## config.mk

```make
export PLATFORM = sky130hd
export DESIGN_NAME = ubin_dec_bi
export DESIGN_NICKNAME = d
export VERILOG_FILES = /design/src/rtl/ubin_dec_bi.sv
export SDC_FILE = /design/constraint.sdc
export NUM_CORES = 1
export LEC_CHECK = 0
export BUFFER_PORTS_ARGS = -buffer_cell sky130_fd_sc_hd__clkbuf_2
export CORE_ASPECT_RATIO = 1.75
export CORE_MARGIN = 2
export CORE_UTILIZATION = 40
export DETAILED_ROUTE_END_ITERATION = 16
export SLEW_MARGIN = 20
export SYNTH_ARGS = -nofsm -noshare
export SYNTH_HDL_FRONTEND = slang
export SYNTH_SLANG_ARGS = --single-unit
```

## constraint.sdc

```tcl
create_clock -name clk -period 1.6 [get_ports clk]
set_input_delay 0.08 -clock clk [delete_from_list [all_inputs] [get_ports clk]]
set_output_delay 0.08 -clock clk [all_outputs]
set_load 0.03 [all_outputs]
```

## src/rtl/ubin_dec_bi.sv

```systemverilog
// ubin_dec_bi: bipolar unary-to-binary decoder.
// Counts 1s over a window of 2**INWD enabled cycles and reports the count as an
// offset-binary value (2**(INWD-1) == bipolar 0), saturating an all-ones window
// to the largest code.
// Optional feature macro: DEC_SIGNED_OUT_EN -- when defined, oC is presented as
// two's complement (offset-binary MSB inverted). oSat meaning is unchanged.
module ubin_dec_bi #(
  parameter int INWD = 8
) (
  input  logic            clk,
  input  logic            rst_n,
  input  logic            start,
  input  logic            cont,
  input  logic            iEn,
  input  logic            iA,
  output logic [INWD-1:0] oC,
  output logic            oValid,
  input  logic            oAck,
  output logic            oSat,
  output logic            oOvf,
  output logic            oBusy
);

  typedef enum logic [0:0] {
    IDLE  = 1'b0,
    COUNT = 1'b1
  } state_t;

  // Last cycle index of a window (N-1) and an INWD-wide increment.
  localparam logic [INWD-1:0] LAST_CYC = {INWD{1'b1}};
  localparam logic [INWD-1:0] CYC_ONE  = {{(INWD-1){1'b0}}, 1'b1};

  state_t          state;
  logic            cont_q;
  logic [INWD-1:0] cyc;
  logic [INWD:0]   ones;

  logic [INWD:0]   sum;
  logic            win_end;
  logic            sum_sat;
  logic [INWD-1:0] result;

  // Map a window sum (0..N) onto the output code; N saturates to N-1.
  function automatic logic [INWD-1:0] encode(input logic [INWD:0] s);
    logic [INWD-1:0] v;
    if (s[INWD]) begin
      v = {INWD{1'b1}};
    end else begin
      v = s[INWD-1:0];
    end
`ifdef DEC_SIGNED_OUT_EN
    v[INWD-1] = ~v[INWD-1];
`else
    v[INWD-1] = v[INWD-1];
`endif
    return v;
  endfunction

  // Final sum including the current bit and detection of a completing window;
  // a start on the same edge aborts the window, so it suppresses the result.
  always_comb begin
    sum     = ones + {{INWD{1'b0}}, iA};
    win_end = 1'b0;
    if ((state == COUNT) && iEn && !start && (cyc == LAST_CYC)) begin
      win_end = 1'b1;
    end else begin
      win_end = 1'b0;
    end
    sum_sat = sum[INWD];
    result  = encode(sum);
  end

  // Window state machine, counters and registered result/handshake outputs.
  always_ff @(posedge clk) begin
    if (!rst_n) begin
      state  <= IDLE;
      cont_q <= 1'b0;
      cyc    <= {INWD{1'b0}};
      ones   <= {(INWD+1){1'b0}};
      oC     <= {INWD{1'b0}};
      oValid <= 1'b0;
      oSat   <= 1'b0;
      oOvf   <= 1'b0;
    end else begin
      case (state)
        IDLE: begin
          if (start) begin
            state  <= COUNT;
            cont_q <= cont;
            cyc    <= {INWD{1'b0}};
            ones   <= {(INWD+1){1'b0}};
          end else begin
            state <= IDLE;
          end
        end
        COUNT: begin
          if (start) begin
            // Abort the running window and restart with the new mode.
            cont_q <= cont;
            cyc    <= {INWD{1'b0}};
            ones   <= {(INWD+1){1'b0}};
          end else if (win_end) begin
            cyc  <= {INWD{1'b0}};
            ones <= {(INWD+1){1'b0}};
            if (cont_q) begin
              state <= COUNT;
            end else begin
              state <= IDLE;
            end
          end else if (iEn) begin
            cyc  <= cyc + CYC_ONE;
            ones <= sum;
          end else begin
            cyc  <= cyc;
            ones <= ones;
          end
        end
        default: begin
          state <= IDLE;
          cyc   <= {INWD{1'b0}};
          ones  <= {(INWD+1){1'b0}};
        end
      endcase

      // A new result always loads; it only counts as an overwrite when the
      // previous result is still pending and not being accepted this edge.
      if (win_end) begin
        oC     <= result;
        oSat   <= sum_sat;
        oValid <= 1'b1;
        if (oValid && !oAck) begin
          oOvf <= 1'b1;
        end else begin
          oOvf <= oOvf;
        end
      end else if (oValid && oAck) begin
        oValid <= 1'b0;
      end else begin
        oValid <= oValid;
      end
    end
  end

  // The state register is the busy flag.
  assign oBusy = (state == COUNT);

endmodule
```

==> results_dict.tcl, run 1 <==
set metrics [dict create \
    outcome "completed" \
    grt_pass1_vias 1192 \
    fin_crit_ps 1530 \
    ff_latch_area_sq_um 606 \
    synthFlopType "dfxtp_1" \
    utilization_pct 50.8 \
    post_cts_buffers 0 \
    yosys_warnings 0 \
    final-max-slew-violation-count 0 \
    synth.area.mux_share_pct 1.45 \
    htreeDepth 2 \
    ys_ff_latch 30 \
    r2r-start "ones[0]$_SDFFE_PN0P_" \
    hp-class "in2reg" \
    slew_headroom_pct 75.6 \
    dieArea_sq_um 3950 \
    track_usage_pct 18.0 \
    fp.dieW_um 48.4 \
    min_from "cont" \
    holdWs_ps 46.4 \
    grt_max_degree 22 \
    final_common_cell "dfxtp_1" \
    die_h_um 81.7 \
    place_area_sq_um 1580 \
    maxCapViolations 0 \
    synthArstFlopShare_pct 0 \
    core_area_sq_um 3330 \
    finalPower_uw 1460 \
    ant_nets 0 \
    antenna_cells 0 \
    drive_gt1_share_pct 27.6 \
    synth_top_family_by_area "simple AND/OR/NAND/NOR gates" \
    crit_arrival_ps 1700 \
    critical_path_class "reg2reg" \
    max_stage_delay_ps 330 \
    vias_per_cell 5.25 \
    cp-startpoint "ones[0]$_SDFFE_PN0P_" \
    p_leak_uw 0.000668 \
    initial_utilization_pct 41.4 \
    avgSynthCellArea_sq_um 9.07 \
    post-route-cell-area_sq_um 1690 \
    vias 1187 \
    multi_input_area_sq_um 756 \
    clk_latency_ps 290 \
    gp_congestion 0.831 \
    syn-num-nets 163 \
    wl_per_cell_um 14.1 \
    io_buffers 18 \
    area_growth_pct 22.5 \
    synth-edff-count 0 \
    synth-adder-area-share_pct 3.63 \
    yosysSeqAreaShare_pct 43.6 \
    endpoint_kind "flop" \
    worst_pin_slew_ps 365 \
    cts_buffers 5 \
    fillers 336 \
    finalHoldViolCount 0 \
    syn_area_sq_um 1380 \
    root_buffer "clkbuf_8" \
    critical_path.top_delay_family "compound AO/OA/AOI/OAI gates" \
    clk_pin_slew_ps 70 \
    grt_pass1_wl_um 5200 \
    final.period_utilization_pct 95.5 \
    setup_viol 0 \
    synthTopCellsByArea "dfxtp_1 (44%), nor2b_1 (4.5%), xor2_1 (4.4%), a21oi_1 (4.4%), o21ai_0 (4.4%)" \
    ir_drop_v 0.000637 \
    dp_hpwl_um 2390 \
    drc 0 \
    critPathLaunchType "flop" \
    crit_buf_inv 0 \
    synth_xor_area_share_pct 7.62 \
    drt_iter0_markers 30 \
    cp.required_ps 1770 \
    netlist_instances 152 \
    synth.largest_area_cell "dfxtp_1" \
    firstDrtPassIters 4 \
    cp_slowest_cell "dfxtp_2" \
    rows 28 \
    clock_skew_ps 4.00 \
    final_cell_mix "dfxtp_1 (26), clkbuf_2 (18), a21oi_1 (12), o21ai_0 (12), nand2_1 (11)" \
    rsz0062_at_grt "yes" \
    synth_compound_area_share_pct 19.4 \
    ios 19 \
    cts_buffer_depth 2 \
    powerDensity_nw_per_um2 866 \
    synth_cell_type_count 36 \
    grt_antenna_before_repair 0 \
    routed_wirelength_um 3190 \
    synth_top_area_share_pct 43.6 \
    yosys.area_share.simple_pct 20.9 \
    timing.fmax_mhz 654 \
    cts_tree "yes" \
    cp_max_fo 8 \
    nets 191 \
    cts_sinks 30 \
    path_cells "ha_1 -> ha_2 -> and2_4 -> a31o_4 -> a21boi_4 -> a21oi_1" \
    grt_overflow 0 \
]
state kept, by name, indices dropped and copies added, names as in the netlist:
signal  count
oValid      1
cyc         8
ones        9
cont_q      1
oOvf        1
oC          8
oBusy       1
oSat        1
worst paths after layout:
| path | to | slack (ps) | depth (start not counted) |
|---|---|---|---|
| setup / recovery | oC[3]$_SDFFE_PN0P_ | 70 | 6 |
| hold reg to reg | oC[6]$_SDFFE_PN0P_ | 470 | 2 |
| hold / removal | cont_q$_SDFFE_PN0P_ | 50 | 3 |
| setup reg to reg | oC[3]$_SDFFE_PN0P_ | 70 | 6 |
cell type report:
type	count	area share, %
multi-input cells	112	44.7
flip-flops and latches	30	35.9
repair buffers	28	9.78
clock buffers	6	4.89
well taps	45	3.33
clock inverters	2	0.741
inverters	3	0.667
logic make-up after synthesis:
logic type               count (synthesis)
AO/OA/AOI/OAI                           41
AND/OR/NAND/NOR                         53
adder cells (fa/ha/maj)                  4
XOR/XNOR                                12
flip-flops                              30
buffers and inverters                   10
multiplexers                             2
layer usage:
layer | wire length [um] | global-route usage (%) | vias up
met5 | 0 | 0 | -
met4 | 119 | 12.0 | 0
met3 | 91 | 5.64 | 8
met2 | 1720 | 34.4 | 14
met1 | 1260 | 16.1 | 562
li1 | - | - | 603
through the flow:
step           setup TNS [ps]  cells  worst slack [ps]
6_report                    0    226              71.6
3_3_place_gp                0    218              77.9
2_1_floorplan               0    152              8.82
3_5_place_dp                0    218              44.6
4_1_cts                     0    226              41.2
5_1_grt                 -25.2    226             -17.6
report_power, final:
group	total (uW)	switching (uW)	internal, uW	leakage [uW]
registers	758	6.20	752	0.000244
clock network	642	297	345	0.0000472
logic	63.0	38.2	24.8	0.000377
Yosys cell counts, types with 2 or more instances:
cell type and count:
and4_1 3, a22oi_1 2, nand2_1 11, and2_1 2, nor3_1 2, mux2i_1 2
buf_2 2, a31oi_1 4, dfxtp_1 30, nor2b_1 10, ha_1 4, xnor2_1 5
o21a_1 2, nor2_1 8, nand3_1 9, a21oi_1 12, clkbuf_1 4, o21ai_0 12
nand4_1 3, inv_1 3, xor2_1 7
repair_timing:
action                                  in CTS  in global routing
gates resized for setup                      0                  6
hold buffers                                 0                  0
endpoints found under the setup margin       0                 10
worst reg2reg max path, cell delays in order, from the launching register on:
cell      delay (ps)
dfxtp_2          330
ha_1             180
ha_2             170
and2_4           170
a31o_4           240
a21boi_4         230
a21oi_1          100
(Power assumes the default switching activity.)
==> inputs of run 2 (changes only) <==
REMOVE_ABC_BUFFERS = 1   (was default)
==> run 2 against run 1 <==
  * Non-clock buffer count grew 6
  * Worst hold slack improved by 19 ps
  * Via count is 1.8% higher
  * Clock skew about the same
  * Cell count grew 1.8%
  * Total power shrank 2.1%
  * Sequential share of layout area down 1.7 points
  * Clock-buffer cell count unchanged
  * Largest power group unchanged
  * Highest routed layer unchanged
==> results_dict.tcl, run 2 (synthesis results as in run 1) <==
set metrics [dict create \
    place_area_sq_um 1590 \
    p_int_uw 1110 \
    min_from "cont" \
    wl_per_cell_um 14.0 \
    root_buffer "clkbuf_8" \
    critical_path_class "reg2reg" \
    critPathLaunchType "flop" \
    antenna_cells 0 \
    ctsHoldBuffers 0 \
    cp_slowest_cell "dfxtp_2" \
    grt_pass1_vias 1132 \
    r2r_end "oC[1]$_SDFFE_PN0P_" \
    largest_reg_flops 9 \
    dieArea_sq_um 3950 \
    dp_hpwl_um 2370 \
    cts_sinks 30 \
    r2r-start "ones[0]$_SDFFE_PN0P_" \
    crit_arrival_ps 1720 \
    core_area_sq_um 3330 \
    vias_per_cell 5.25 \
    grt_overflow 0 \
    whs_endpoint "cont_q$_SDFFE_PN0P_" \
    drt_iter0_markers 30 \
    htreeDepth 2 \
    drive_gt1_share_pct 32.4 \
    drc 0 \
    max_stage_delay_ps 340 \
    firstDrtPassIters 4 \
    crit_buf_inv 0 \
    final_common_cell "dfxtp_1" \
    grt_antenna_before_repair 0 \
    nets 197 \
    ant_nets 0 \
    rsz0062_at_grt "yes" \
    largest-register "ones" \
    cts_buffer_depth 2 \
    finalHoldViolCount 0 \
    rows 28 \
    cpMostUsedCell "ha_4" \
    ios 19 \
    clock_skew_ps 4.00 \
    critical_path.top_delay_family "compound AO/OA/AOI/OAI gates" \
    p_sw_uw 320 \
    pwr-share-comb_pct 5.1 \
    layout_setup_ws_ps 39.2 \
    final-max-slew-violation-count 0 \
    ff2ff_setup_slack_ps 40 \
    cp.required_ps 1760 \
    die_h_um 81.7 \
    timing.fmax_mhz 641 \
    switching_share_pct 22.3 \
    path_cells "ha_4 -> ha_4 -> and2_4 -> a31o_4 -> a21boi_4 -> a21oi_1" \
    post-place-ws_ps 28.8 \
    post-route-cell-area_sq_um 1770 \
    gp_congestion 0.786 \
    clk_latency_ps 290 \
    worst_pin_slew_ps 357 \
    io_buffers 18 \
    initial_utilization_pct 41.4 \
    cts_tree "yes" \
    area_growth_pct 28.3 \
    clkPwrFrac_pct 42.2 \
    reg2reg_depth 6 \
    routed_wirelength_um 3220 \
    cp_max_fo 8 \
    grt_pass1_wl_um 4930 \
    vias 1208 \
    setup_viol 0 \
    track_usage_pct 16.8 \
    final_cell_mix "dfxtp_1 (27), clkbuf_2 (18), buf_4 (16)" \
    final.period_utilization_pct 97.6 \
    maxCapViolations 0 \
    ir_drop_v 0.000572 \
    p_seq_share_pct 52.7 \
    reg.largest.list "ones (9), cyc (8), oC (8)" \
    endpoint_kind "flop" \
    fin_crit_ps 1560 \
    fp.dieW_um 48.4 \
    cts_buffers 5 \
    outcome "completed" \
    clk_pin_slew_ps 60 \
    slew_headroom_pct 76.2 \
    grt_max_degree 22 \
    hp-class "in2reg" \
    powerDensity_nw_per_um2 809 \
    finalPower_uw 1430 \
    min_delay_path_depth 3 \
    p_leak_uw 0.000689 \
]
[run 2: per-stage QoR]
step	hold slack, ps	util (%)	std cells	setup TNS [ps]
2_1_floorplan	197	-	145	-456
3_3_place_gp	345	47.9	222	0
3_5_place_dp	358	47.9	222	0
4_1_cts	54.3	50.4	228	0
5_1_grt	53.4	53.2	230	-34.1
6_report	65.2	53.2	230	0
[run 2: power by group through the flow]
stage                     clock network (uW)  registers [uW]  logic (uW)
after floorplan                            0             776        25.6
after global placement                     0             771        68.7
after detailed placement                   0             771        69.8
after CTS                                618             754        69.8
after global routing                     648             755        79.7
final                                    604             755        73.2
[run 2: worst max-delay path by stage]
stage,from,endpoint,depth (start not counted)
after global routing,ones[0]$_SDFFE_PN0P_,oC[1]$_SDFFE_PN0P_,6
after CTS,ones[0]$_SDFFE_PN0P_,oC[7]$_SDFFE_PN0P_,6
after global placement,ones[0]$_SDFFE_PN0P_,oC[5]$_SDFFE_PN0P_,6
after floorplan,oBusy$_SDFF_PN0_,oC[4]$_SDFFE_PN0P_,4
final,ones[0]$_SDFFE_PN0P_,oC[1]$_SDFFE_PN0P_,6
after detailed placement,ones[0]$_SDFFE_PN0P_,oC[7]$_SDFFE_PN0P_,6
[run 2: area by class of cell]
| class | instances | area, sq um |
|---|---|---|
| Fill cell | 313 | 1560 |
| Multi-Input combinational cell | 112 | 805 |
| Sequential cell | 30 | 604 |
| Timing Repair Buffer | 34 | 210 |
| Clock buffer | 6 | 82.6 |
| Tap cell | 45 | 56.3 |
| Inverter | 3 | 11.3 |
[run 2: what timing repair did]
item	4_1_cts	5_1_grt
setup buffers	0	2
resized for setup	0	19
endpoints found under the hold margin	0	0
setup endpoints to repair	0	10
[run 2: worst min-delay path, stage by stage]
cell and delay [ps]:
clkbuf_2 80, mux2i_1 60, nor2b_1 100
[run 2: layer usage]
metal	global-route usage (%)	up-vias	wire length, um	share of wire (%)
met5	0	-	0	0
met4	12.9	0	142	4.4
met3	5.45	14	97	3.0
met2	30.7	17	1800	56
met1	15.5	572	1180	37
li1	-	605	-	-
==> inputs of run 3 (changes only) <==
ABC_AREA = 1   (was default)
==> run 3 against run 2 <==
  * Global-route usage about the same
  * Total power up 1.4%
  * Sequential power about the same
  * Largest cell class unchanged
==> results_dict.tcl, run 3 <==
set metrics [dict create \
    outcome "completed" \
    fin_crit_ps 1470 \
    drive_gt1_share_pct 22.4 \
    dp_hpwl_um 2190 \
    wl_met1_um 1130 \
    grt_pass1_wl_um 4960 \
    timing.fmax_mhz 680 \
    cts_tree "yes" \
    hp-class "in2reg" \
    antenna_cells 0 \
    root_buffer "clkbuf_8" \
    cts_buffer_depth 2 \
    die_h_um 82.3 \
    endpoint_kind "flop" \
    maxCapViolations 0 \
    ant_nets 0 \
    crit_arrival_ps 1680 \
    cp_slowest_cell "dfxtp_2" \
    final_cell_mix "nand2_1 (39), nor2_1 (32), dfxtp_1 (28)" \
    highest_layer "met4" \
    vias_per_cell 4.84 \
    synth-edff-count 0 \
    ir_drop_v 0.000866 \
    synth.largest_area_cell "dfxtp_1" \
    cp.required_ps 1810 \
    avgSynthCellArea_sq_um 7.61 \
    area_growth_pct 18.7 \
    final-max-slew-violation-count 0 \
    critical_path_class "reg2reg" \
    track_usage_pct 16.8 \
    holdWs_ps 59.8 \
    cts_sinks 30 \
    clk_pin_slew_ps 60 \
    reg.largest.list "ones (9), cyc (8), oC (8)" \
    netlist_instances 184 \
    grt_antenna_before_repair 0 \
    fin_cells 255 \
    setup_viol 0 \
    utilization_pct 49.4 \
    fp.dieW_um 48.7 \
    routed_wirelength_um 2940 \
    clk_latency_ps 280 \
    yosys_warnings 0 \
    nets 220 \
    synth.most_common_cell "nand2_1" \
    ys_ff_latch 30 \
    core_area_sq_um 3360 \
    cts_buffers 5 \
    io_buffers 18 \
    drc 0 \
    finalHoldViolCount 0 \
    ctsHoldBuffers 0 \
    synthFlopType "dfxtp_1" \
    dieArea_sq_um 4010 \
    final.period_utilization_pct 91.9 \
    placedCellCount 246 \
    wl_per_cell_um 11.5 \
    dr_wl_met2_um 1680 \
    drt_iter0_markers 18 \
    rows 28 \
    clock_skew_ps 5.92 \
    grt_max_degree 14 \
    htreeDepth 2 \
    grt_pass1_vias 1138 \
    synthArstFlopShare_pct 0 \
    worst_pin_slew_ps 316 \
    vias 1234 \
    yosysSeqAreaShare_pct 42.9 \
    largest-register "ones" \
    synthTopCellsByArea "dfxtp_1 (43%), nand2_1 (11%), nor2_1 (8.6%), a21oi_1 (5.7%), ha_1 (3.6%)" \
    max_stage_delay_ps 340 \
    synth_top_area_share_pct 42.9 \
    path_cells "ha_1 -> ha_2 -> nand2_1 -> nor2_4 -> nand3b_1 -> nand2_1 -> nand2_1 -> a21oi_1" \
    cp_max_fo 4 \
    largest_reg_flops 9 \
    cpMostUsedCell "nand2_1" \
    critPathLaunchType "flop" \
    initial_utilization_pct 41.6 \
    final_common_cell "nand2_1" \
    firstDrtPassIters 4 \
    p_leak_uw 0.000729 \
    powerDensity_nw_per_um2 874 \
    yosys-top-cells-count "nand2_1 (40), nor2_1 (32), dfxtp_1 (30), a21oi_1 (16), inv_1 (13)" \
    syn_area_sq_um 1400 \
    crit_buf_inv 0 \
    dr_wl_met3_um 68 \
    ios 19 \
    slew_headroom_pct 78.9 \
    gp_congestion 0.792 \
    critical_path.top_delay_family "simple AND/OR/NAND/NOR gates" \
    grt_overflow 0 \
    synth_cell_type_count 27 \
]
run 3: changes by cell type in the layout (fill, tap and decap cells not counted), sizes merged, moves of 4 or more:
cell / delta
nand2: +35
nor2: +29
buf: -13
inv: +10
nor2b: -10
a31oi: -4
xnor2: -4
xor2: -4
run 3: where the power goes:
part	internal (uW)	switching, uW
sequential	752	3.80
combinational	22.5	45.3
clock	346	282
run 3: cell families (layout without fill, tap and decap cells):
logic type	after synthesis	in the layout	synth area share, %
flip-flops	30	30	42.9
buffers and inverters	17	42	5.45
adder cells (fa/ha/maj)	4	4	3.57
XOR/XNOR	4	4	2.50
AND/OR/NAND/NOR	98	99	34.0
AO/OA/AOI/OAI	31	31	11.6
run 3: timing repair:
action | CTS | global route
hold endpoints to repair | 0 | 0
resized for setup | 0 | 7
endpoints found under the setup margin | 0 | 9
buffers inserted | 0 | 0
run 3: per-layer routing:
| metal | up-vias | track usage (%) |
|---|---|---|
| li1 | 648 | - |
| met5 | - | 0 |
| met1 | 571 | 16.2 |
| met3 | 4 | 4.86 |
| met4 | 0 | 10.3 |
| met2 | 11 | 31.5 |
run 3: worst reg2reg max path: cells and delay by family (launching register included):
family,cells,cell delay [ps]
AND/OR/NAND/NOR,5,590
flip-flops,1,340
adder cells (fa/ha/maj),2,340
AO/OA/AOI/OAI,1,120
run 3: final cells by class:
class,instances,area (sq um)
inverter,13,48.8
timing repair buffer,21,116
sequential,30,603
tap,45,56.3
fill,355,1700
clock inverter,1,5.00
clock buffer,7,86.3
multi-input combinational,138,746
run 3: final timing paths:
kind                         from              endpoint  slack, ps  cells past startpoint
max          ones[0]$_SDFFE_PN0P_  ones[8]$_SDFFE_PN0P_        130                      8
min                          cont   cont_q$_SDFFE_PN0P_         60                      3
max reg2reg  ones[0]$_SDFFE_PN0P_  ones[8]$_SDFFE_PN0P_        130                      8
min reg2reg   cyc[6]$_SDFFE_PN0P_   cyc[6]$_SDFFE_PN0P_        450                      2
run 3: through the flow:
stage	TNS [ps]	cell area (sq um)	total power, uW	setup WS, ps
6_report	0	1660	1450	130
5_1_grt	-16.7	1660	1510	-16.7
4_1_cts	0	1630	1470	31.5
3_5_place_dp	0	1540	841	43.3
3_3_place_gp	0	1540	840	84.9
2_1_floorplan	0	1370	810	138
